File: config.mk
export PLATFORM = sky130hd
export DESIGN_NAME = flex_shift_array_flat
export DESIGN_NICKNAME = d
export VERILOG_FILES = /design/src/rtl/flex_shift_array_if.sv /design/src/rtl/flex_shift_array.sv /design/src/flat_wrapper.sv
export SDC_FILE = /design/constraint.sdc
export NUM_CORES = 1
export LEC_CHECK = 0
export CAP_MARGIN = 20
export CORE_MARGIN = 3
export CORE_UTILIZATION = 45
export DETAILED_ROUTE_END_ITERATION = 6
export PLACE_DENSITY = 0.86
export SETUP_SLACK_MARGIN = 0.2
export SYNTH_ARGS = -nofsm -noshare
export SYNTH_HDL_FRONTEND = slang
export SYNTH_SLANG_ARGS = --single-unit
File: constraint.sdc
create_clock -name clock -period 2.9 [get_ports clock]
set_input_delay 0.29 -clock clock [delete_from_list [all_inputs] [get_ports clock]]
set_output_delay 0.29 -clock clock [all_outputs]
set_load 0.02 [all_outputs]
File: src/rtl/flex_shift_array_if.sv
// Bundled control, data and status signals for flex_shift_array.
// The out vector's range orientation follows ROW_ASC/COL_ASC; element mapping does not.
interface flex_shift_array_if #(
  parameter int ROWS     = 3,
  parameter int COLS     = 5,
  parameter int ROW_BASE = 0,
  parameter int COL_BASE = 0,
  parameter int ROW_ASC  = 0,
  parameter int COL_ASC  = 0,
  parameter int TAP_W    = 2
);
  localparam int N      = ROWS * COLS;
  localparam int ROW_HI = ROW_BASE + ROWS - 1;
  localparam int COL_HI = COL_BASE + COLS - 1;
  localparam int ROW_L  = (ROW_ASC != 0) ? ROW_BASE : ROW_HI;
  localparam int ROW_R  = (ROW_ASC != 0) ? ROW_HI : ROW_BASE;
  localparam int COL_L  = (COL_ASC != 0) ? COL_BASE : COL_HI;
  localparam int COL_R  = (COL_ASC != 0) ? COL_HI : COL_BASE;
  localparam int TR_W   = (ROWS > 1) ? $clog2(ROWS) : 1;
  localparam int TC_W   = (COLS > 1) ? $clog2(COLS) : 1;
  localparam int CNT_W  = $clog2(N + 1);

  logic                          shift_en;
  logic                          dir;
  logic                          rotate;
  logic                          in_bit;
  logic                          load;
  logic [N-1:0]                  load_data;
  logic [TR_W-1:0]               tap_row;
  logic [TC_W-1:0]               tap_col;
  logic [ROW_L:ROW_R][COL_L:COL_R] out;
  logic                          serial_out;
  logic [TAP_W-1:0]              tap_out;
  logic [CNT_W-1:0]              fill_count;
  logic                          full;

  modport master (
    output shift_en, dir, rotate, in_bit, load, load_data, tap_row, tap_col,
    input  out, serial_out, tap_out, fill_count, full
  );

  modport slave (
    input  shift_en, dir, rotate, in_bit, load, load_data, tap_row, tap_col,
    output out, serial_out, tap_out, fill_count, full
  );
endinterface

File: src/rtl/flex_shift_array.sv
// Parametrised 2-D serial shift register with bidirectional shift, rotate,
// parallel load, fill counter and a bounds-checked multi-bit tap.
module flex_shift_array #(
  parameter int ROWS     = 3,
  parameter int COLS     = 5,
  parameter int ROW_BASE = 0,
  parameter int COL_BASE = 0,
  parameter int ROW_ASC  = 0,
  parameter int COL_ASC  = 0,
  parameter int TAP_W    = 2
) (
  input  logic               clock,
  input  logic               reset_n,
  flex_shift_array_if.slave  bus
);
  localparam int N     = ROWS * COLS;
  localparam int CNT_W = $clog2(N + 1);
  localparam int IDX_W = (N > 1) ? $clog2(N) : 1;

  // Element k lives at bit k; the packed out view is pure wiring.
  logic [N-1:0]     elem_r;
  logic [N-1:0]     elem_next_s;
  logic [CNT_W-1:0] fill_r;
  logic [CNT_W-1:0] fill_next_s;
  logic             fwd_in_s;
  logic             rev_in_s;
  logic [TAP_W-1:0] tap_s;

  assign fwd_in_s = bus.rotate ? elem_r[N-1] : bus.in_bit;
  assign rev_in_s = bus.rotate ? elem_r[0]   : bus.in_bit;

  // Next contents: load beats shift beats hold.
  always_comb begin
    elem_next_s = elem_r;
    if (bus.load) begin
      elem_next_s = bus.load_data;
    end else if (bus.shift_en) begin
      if (!bus.dir) begin
        elem_next_s = (elem_r << 1'b1) | N'(fwd_in_s);
      end else begin
        elem_next_s = (elem_r >> 1'b1) | (N'(rev_in_s) << (N - 1));
      end
    end else begin
      elem_next_s = elem_r;
    end
  end

  // Fill count saturates at N; rotation recirculates, so it adds nothing.
  always_comb begin
    fill_next_s = fill_r;
    if (bus.load) begin
      fill_next_s = CNT_W'(N);
    end else if (bus.shift_en && !bus.rotate && (fill_r != CNT_W'(N))) begin
      fill_next_s = fill_r + CNT_W'(1);
    end else begin
      fill_next_s = fill_r;
    end
  end

  // State registers.
  always_ff @(posedge clock or negedge reset_n) begin
    if (!reset_n) begin
      elem_r <= {N{1'b0}};
      fill_r <= {CNT_W{1'b0}};
    end else begin
      elem_r <= elem_next_s;
      fill_r <= fill_next_s;
    end
  end

  assign bus.serial_out = bus.dir ? elem_r[0] : elem_r[N-1];
  assign bus.fill_count = fill_r;
  assign bus.full       = (fill_r == CNT_W'(N));
  assign bus.tap_out    = tap_s;

  for (genvar r = 0; r < ROWS; r++) begin : g_row
    for (genvar c = 0; c < COLS; c++) begin : g_col
      assign bus.out[ROW_BASE + r][COL_BASE + c] = elem_r[r * COLS + c];
    end
  end

  for (genvar j = 0; j < TAP_W; j++) begin : g_tap
    // Tap bit j reads zero once it falls off the row or past the last row.
    always_comb begin
      int row_i;
      int col_i;
      row_i = int'(bus.tap_row);
      col_i = int'(bus.tap_col) + j;
      if ((row_i < ROWS) && (col_i < COLS)) begin
        tap_s[j] = elem_r[IDX_W'(row_i * COLS + col_i)];
      end else begin
        tap_s[j] = 1'b0;
      end
    end
  end
endmodule

File: src/flat_wrapper.sv
// flat-port wrapper written by rule: the top's interface ports become plain ports
module flex_shift_array_flat 
#(
  parameter int ROWS     = 3,
  parameter int COLS     = 5,
  parameter int ROW_BASE = 0,
  parameter int COL_BASE = 0,
  parameter int ROW_ASC  = 0,
  parameter int COL_ASC  = 0,
  parameter int TAP_W    = 2
)
  (clock, reset_n, bus_shift_en, bus_dir, bus_rotate, bus_in_bit, bus_load, bus_load_data, bus_tap_row, bus_tap_col, bus_out, bus_serial_out, bus_tap_out, bus_fill_count, bus_full);
  flex_shift_array_if #(.ROWS(ROWS), .COLS(COLS), .ROW_BASE(ROW_BASE), .COL_BASE(COL_BASE), .ROW_ASC(ROW_ASC), .COL_ASC(COL_ASC), .TAP_W(TAP_W)) bus_i ();
  input  logic clock;
  input  logic reset_n;
  input wire logic [$bits(bus_i.shift_en)-1:0] bus_shift_en;
  input wire logic [$bits(bus_i.dir)-1:0] bus_dir;
  input wire logic [$bits(bus_i.rotate)-1:0] bus_rotate;
  input wire logic [$bits(bus_i.in_bit)-1:0] bus_in_bit;
  input wire logic [$bits(bus_i.load)-1:0] bus_load;
  input wire logic [$bits(bus_i.load_data)-1:0] bus_load_data;
  input wire logic [$bits(bus_i.tap_row)-1:0] bus_tap_row;
  input wire logic [$bits(bus_i.tap_col)-1:0] bus_tap_col;
  output wire logic [$bits(bus_i.out)-1:0] bus_out;
  output wire logic [$bits(bus_i.serial_out)-1:0] bus_serial_out;
  output wire logic [$bits(bus_i.tap_out)-1:0] bus_tap_out;
  output wire logic [$bits(bus_i.fill_count)-1:0] bus_fill_count;
  output wire logic [$bits(bus_i.full)-1:0] bus_full;
  assign bus_i.shift_en = bus_shift_en;
  assign bus_i.dir = bus_dir;
  assign bus_i.rotate = bus_rotate;
  assign bus_i.in_bit = bus_in_bit;
  assign bus_i.load = bus_load;
  assign bus_i.load_data = bus_load_data;
  assign bus_i.tap_row = bus_tap_row;
  assign bus_i.tap_col = bus_tap_col;
  assign bus_out = bus_i.out;
  assign bus_serial_out = bus_i.serial_out;
  assign bus_tap_out = bus_i.tap_out;
  assign bus_fill_count = bus_i.fill_count;
  assign bus_full = bus_i.full;
  flex_shift_array #(.ROWS(ROWS), .COLS(COLS), .ROW_BASE(ROW_BASE), .COL_BASE(COL_BASE), .ROW_ASC(ROW_ASC), .COL_ASC(COL_ASC), .TAP_W(TAP_W)) u_core (.clock(clock), .reset_n(reset_n), .bus(bus_i));
endmodule
==> impl_results.md <==
* Worst VDD drop at 0.350 mV
* Crit path launch type: input port
* Synth Register Bits at 19
* CTS Buf Count at 3
* TritonCTS clock tree: built
* Sink Count at 19
* Sequential cell area fraction in the yosys report at 0.304
* YS warnings at 0
* Met2 wire len at 2.13 mm
* Critical Path AT at 2390 ps
* Post-route cell area at 2270 µm²
* Synthesized area at 1560 µm²
* H-Tree Depth at 1
* Die X-Extent at 65.0 µm
* Hold_ws at 469 ps
* DPL Wire Length at 3.10 mm
* Relative slew slack at 0.387
* DR iter-0 viols at 59
* Io pins at 50
* Crit end category: output port
* Cells after Synth at 170
* Slew Limit Fails at 0
* Most frequent cells in the layout: clkdlybuf4s50_1 (43), nand2_1 (37), o21ai_0 (30), buf_4 (20), dfrtp_1 (19)
* Core ar. at 3180 µm²
* Max Clock Skew at 4.19 ps
* Root buf cell: clkbuf_4
* Largest net degree at the start of global routing at 35
* Final-report hold violation count at 0
* Area Growth Syn to Fin at 44.9%
* Share of layout cells above drive strength 1 at 0.189
* Utilization after layout at 0.713
* DR pass1 iterations at 4
* Die ar. at 4220 µm²
* Placed Area at 2200 µm²
* Worst-Skew Late Latency at 300 ps
* M1 WL at 1.71 mm
* Tot Pwr at 0.942 mW
* Syn_nets at 207
* Clk slew on worst S/H paths at 110 ps
* I/O Buffers at 49
* Synth Area per Inst at 9.20 µm²
* Critical Path Fanout Max at 5
* Worst-Margin Slew at 917 ps
* DR WL/cell at 14.8 µm
* MaxCap Viol Count at 0
* Drc violations at 0
* F_max at 373 MHz
* Final setup fails at 0
* Min-delay worst type: in2async
* WL final at 4.11 mm
* Vias per Instance at 5.36
* Final #Nets at 271
* Commonest non-fill, non-tap cell in the layout: clkdlybuf4s50_1
* Gpl congestion at 0.863
* RSZ-0062 raised after global routing: yes
* Diodes inserted at 0
* Status: finished, final reports clean
* Starting Density at 0.492
* PD cells at 416 nW/µm²
* Leak pwr at 0.975 nW
* Die height at 65.0 µm
* Worst-case clock buffer depth at 2
* Vias at 1486
* Number of cell rows at 20
* FILL cells at 255
* Tcrit/Tclk final at 0.923
* Cell variety after synth at 33
* Post-route ant nets at 0
* Wire length on met3 at 207 µm
* Vias in the first global route at 1355
* GR Overflow Total at 0
* First-pass GRT wire length at 6.58 mm
* GR Util All Layers at 0.201
* Initial antenna violation count at 0
* Post-route setup TNS at 0 ps
* Crit Path Class: in2out
* Post-layout min period at 2680 ps
* Crit path required time at 2610 ps
* Max Used Layer: met4
-- Yosys cell counts, drive strengths merged --
library cell   n  area (µm²)
nand2         37         139
o21ai         31         155
dfrtp         19         475
mux2i         17         170
ha             8         100
clkbuf         6        22.5
mux4           6         146
xor2           5        43.8
nand2b         4        25.0
xnor2          4        35.0
a21oi          3        15.0
buf            3        15.0
mux2           3        33.8
a21o           2        15.0
a31oi          2        12.5
fa             2        40.0
inv            2        7.51
nor2           2        7.51
nor2b          2        12.5
o211ai         2        20.0
a211o          1        8.76
a22oi          1        7.51
and2           1        6.26
and3           1        6.26
nand3          1        5.00
nand3b         1        7.51
nand4          1        6.26
nor3b          1        12.5
o22ai          1        6.26
or3            1        6.26
-- power by group --
part           switching [mW]  internal (mW)  total, mW
registers              0.0455          0.292      0.337
logic                   0.209          0.258      0.466
clock network          0.0850         0.0537      0.139
total                   0.339          0.603      0.942
-- timing repair --
item,4_1_cts,5_1_grt
buffers inserted,1,1
setup endpoints to repair,2,2
pin swaps,5,4
hold buffers,0,0
resized for setup,35,6
-- per-layer routing --
| metal | vias to the layer above | global-route usage |
|---|---|---|
| met2 | 46 | 0.335 |
| met3 | 7 | 0.0191 |
| met4 | 0 | 0.0660 |
| li1 | 731 | - |
| met1 | 702 | 0.273 |
| met5 | - | 0 |
-- cells by family after synthesis --
group	count (synthesis)	share of synthesized area
flip-flops	19	0.304
adder cells (fa/ha/maj)	10	0.0896
buffers and inverters	11	0.0288
AND/OR/NAND/NOR	52	0.150
multiplexers	26	0.224
AO/OA/AOI/OAI	43	0.154
XOR/XNOR	9	0.0504
-- registers in the layout, summed over array words and instances, names as in the netlist --
signal                 count
u_core.bus.fill_count      4
u_core.bus.out            15
-- final cells by class --
| class | instances | area [µm²] | share of cell area |
|---|---|---|---|
| multi-input combinational | 140 | 1080 | 0.477 |
| inverter | 2 | 7.51 | 0.00331 |
| sequential | 19 | 475 | 0.210 |
| tap | 44 | 55.1 | 0.0243 |
| timing repair buffer | 68 | 622 | 0.274 |
| clock buffer | 4 | 26.3 | 0.0116 |
-- metrics by stage --
| stage | cells | worst slack, ps |
|---|---|---|
| 6_report | 277 | 222 |
| 5_1_grt | 277 | 147 |
| 4_1_cts | 276 | 202 |
| 3_5_place_dp | 271 | -740 |
| 2_1_floorplan | 170 | 379 |
| 3_3_place_gp | 271 | -655 |
-- path summary, 6_finish.rpt --
path	start	to	slack (ps)	cells after the start
min in group clock	bus_load_data[0]	u_core.bus.out[0]	530	3
min	reset_n	u_core.bus.fill_count[2]	470	1
max in group asynchronous	reset_n	u_core.bus.out[6]	1890	1
max reg2reg	u_core.bus.fill_count[0]	u_core.bus.fill_count[3]	1240	6
min reg2reg	u_core.bus.fill_count[3]	u_core.bus.fill_count[3]	570	2
max	bus_tap_col[0]	bus_tap_out[1]	220	8
-- worst max-delay path: stages --
cell and delay [ps]:
buf_8 110, ha_4 240, fa_2 590, mux4_2 510, mux2_4 290, o211ai_2 150, a31oi_1 50, buf_4 160
Power figures use the tool's default switching activity.
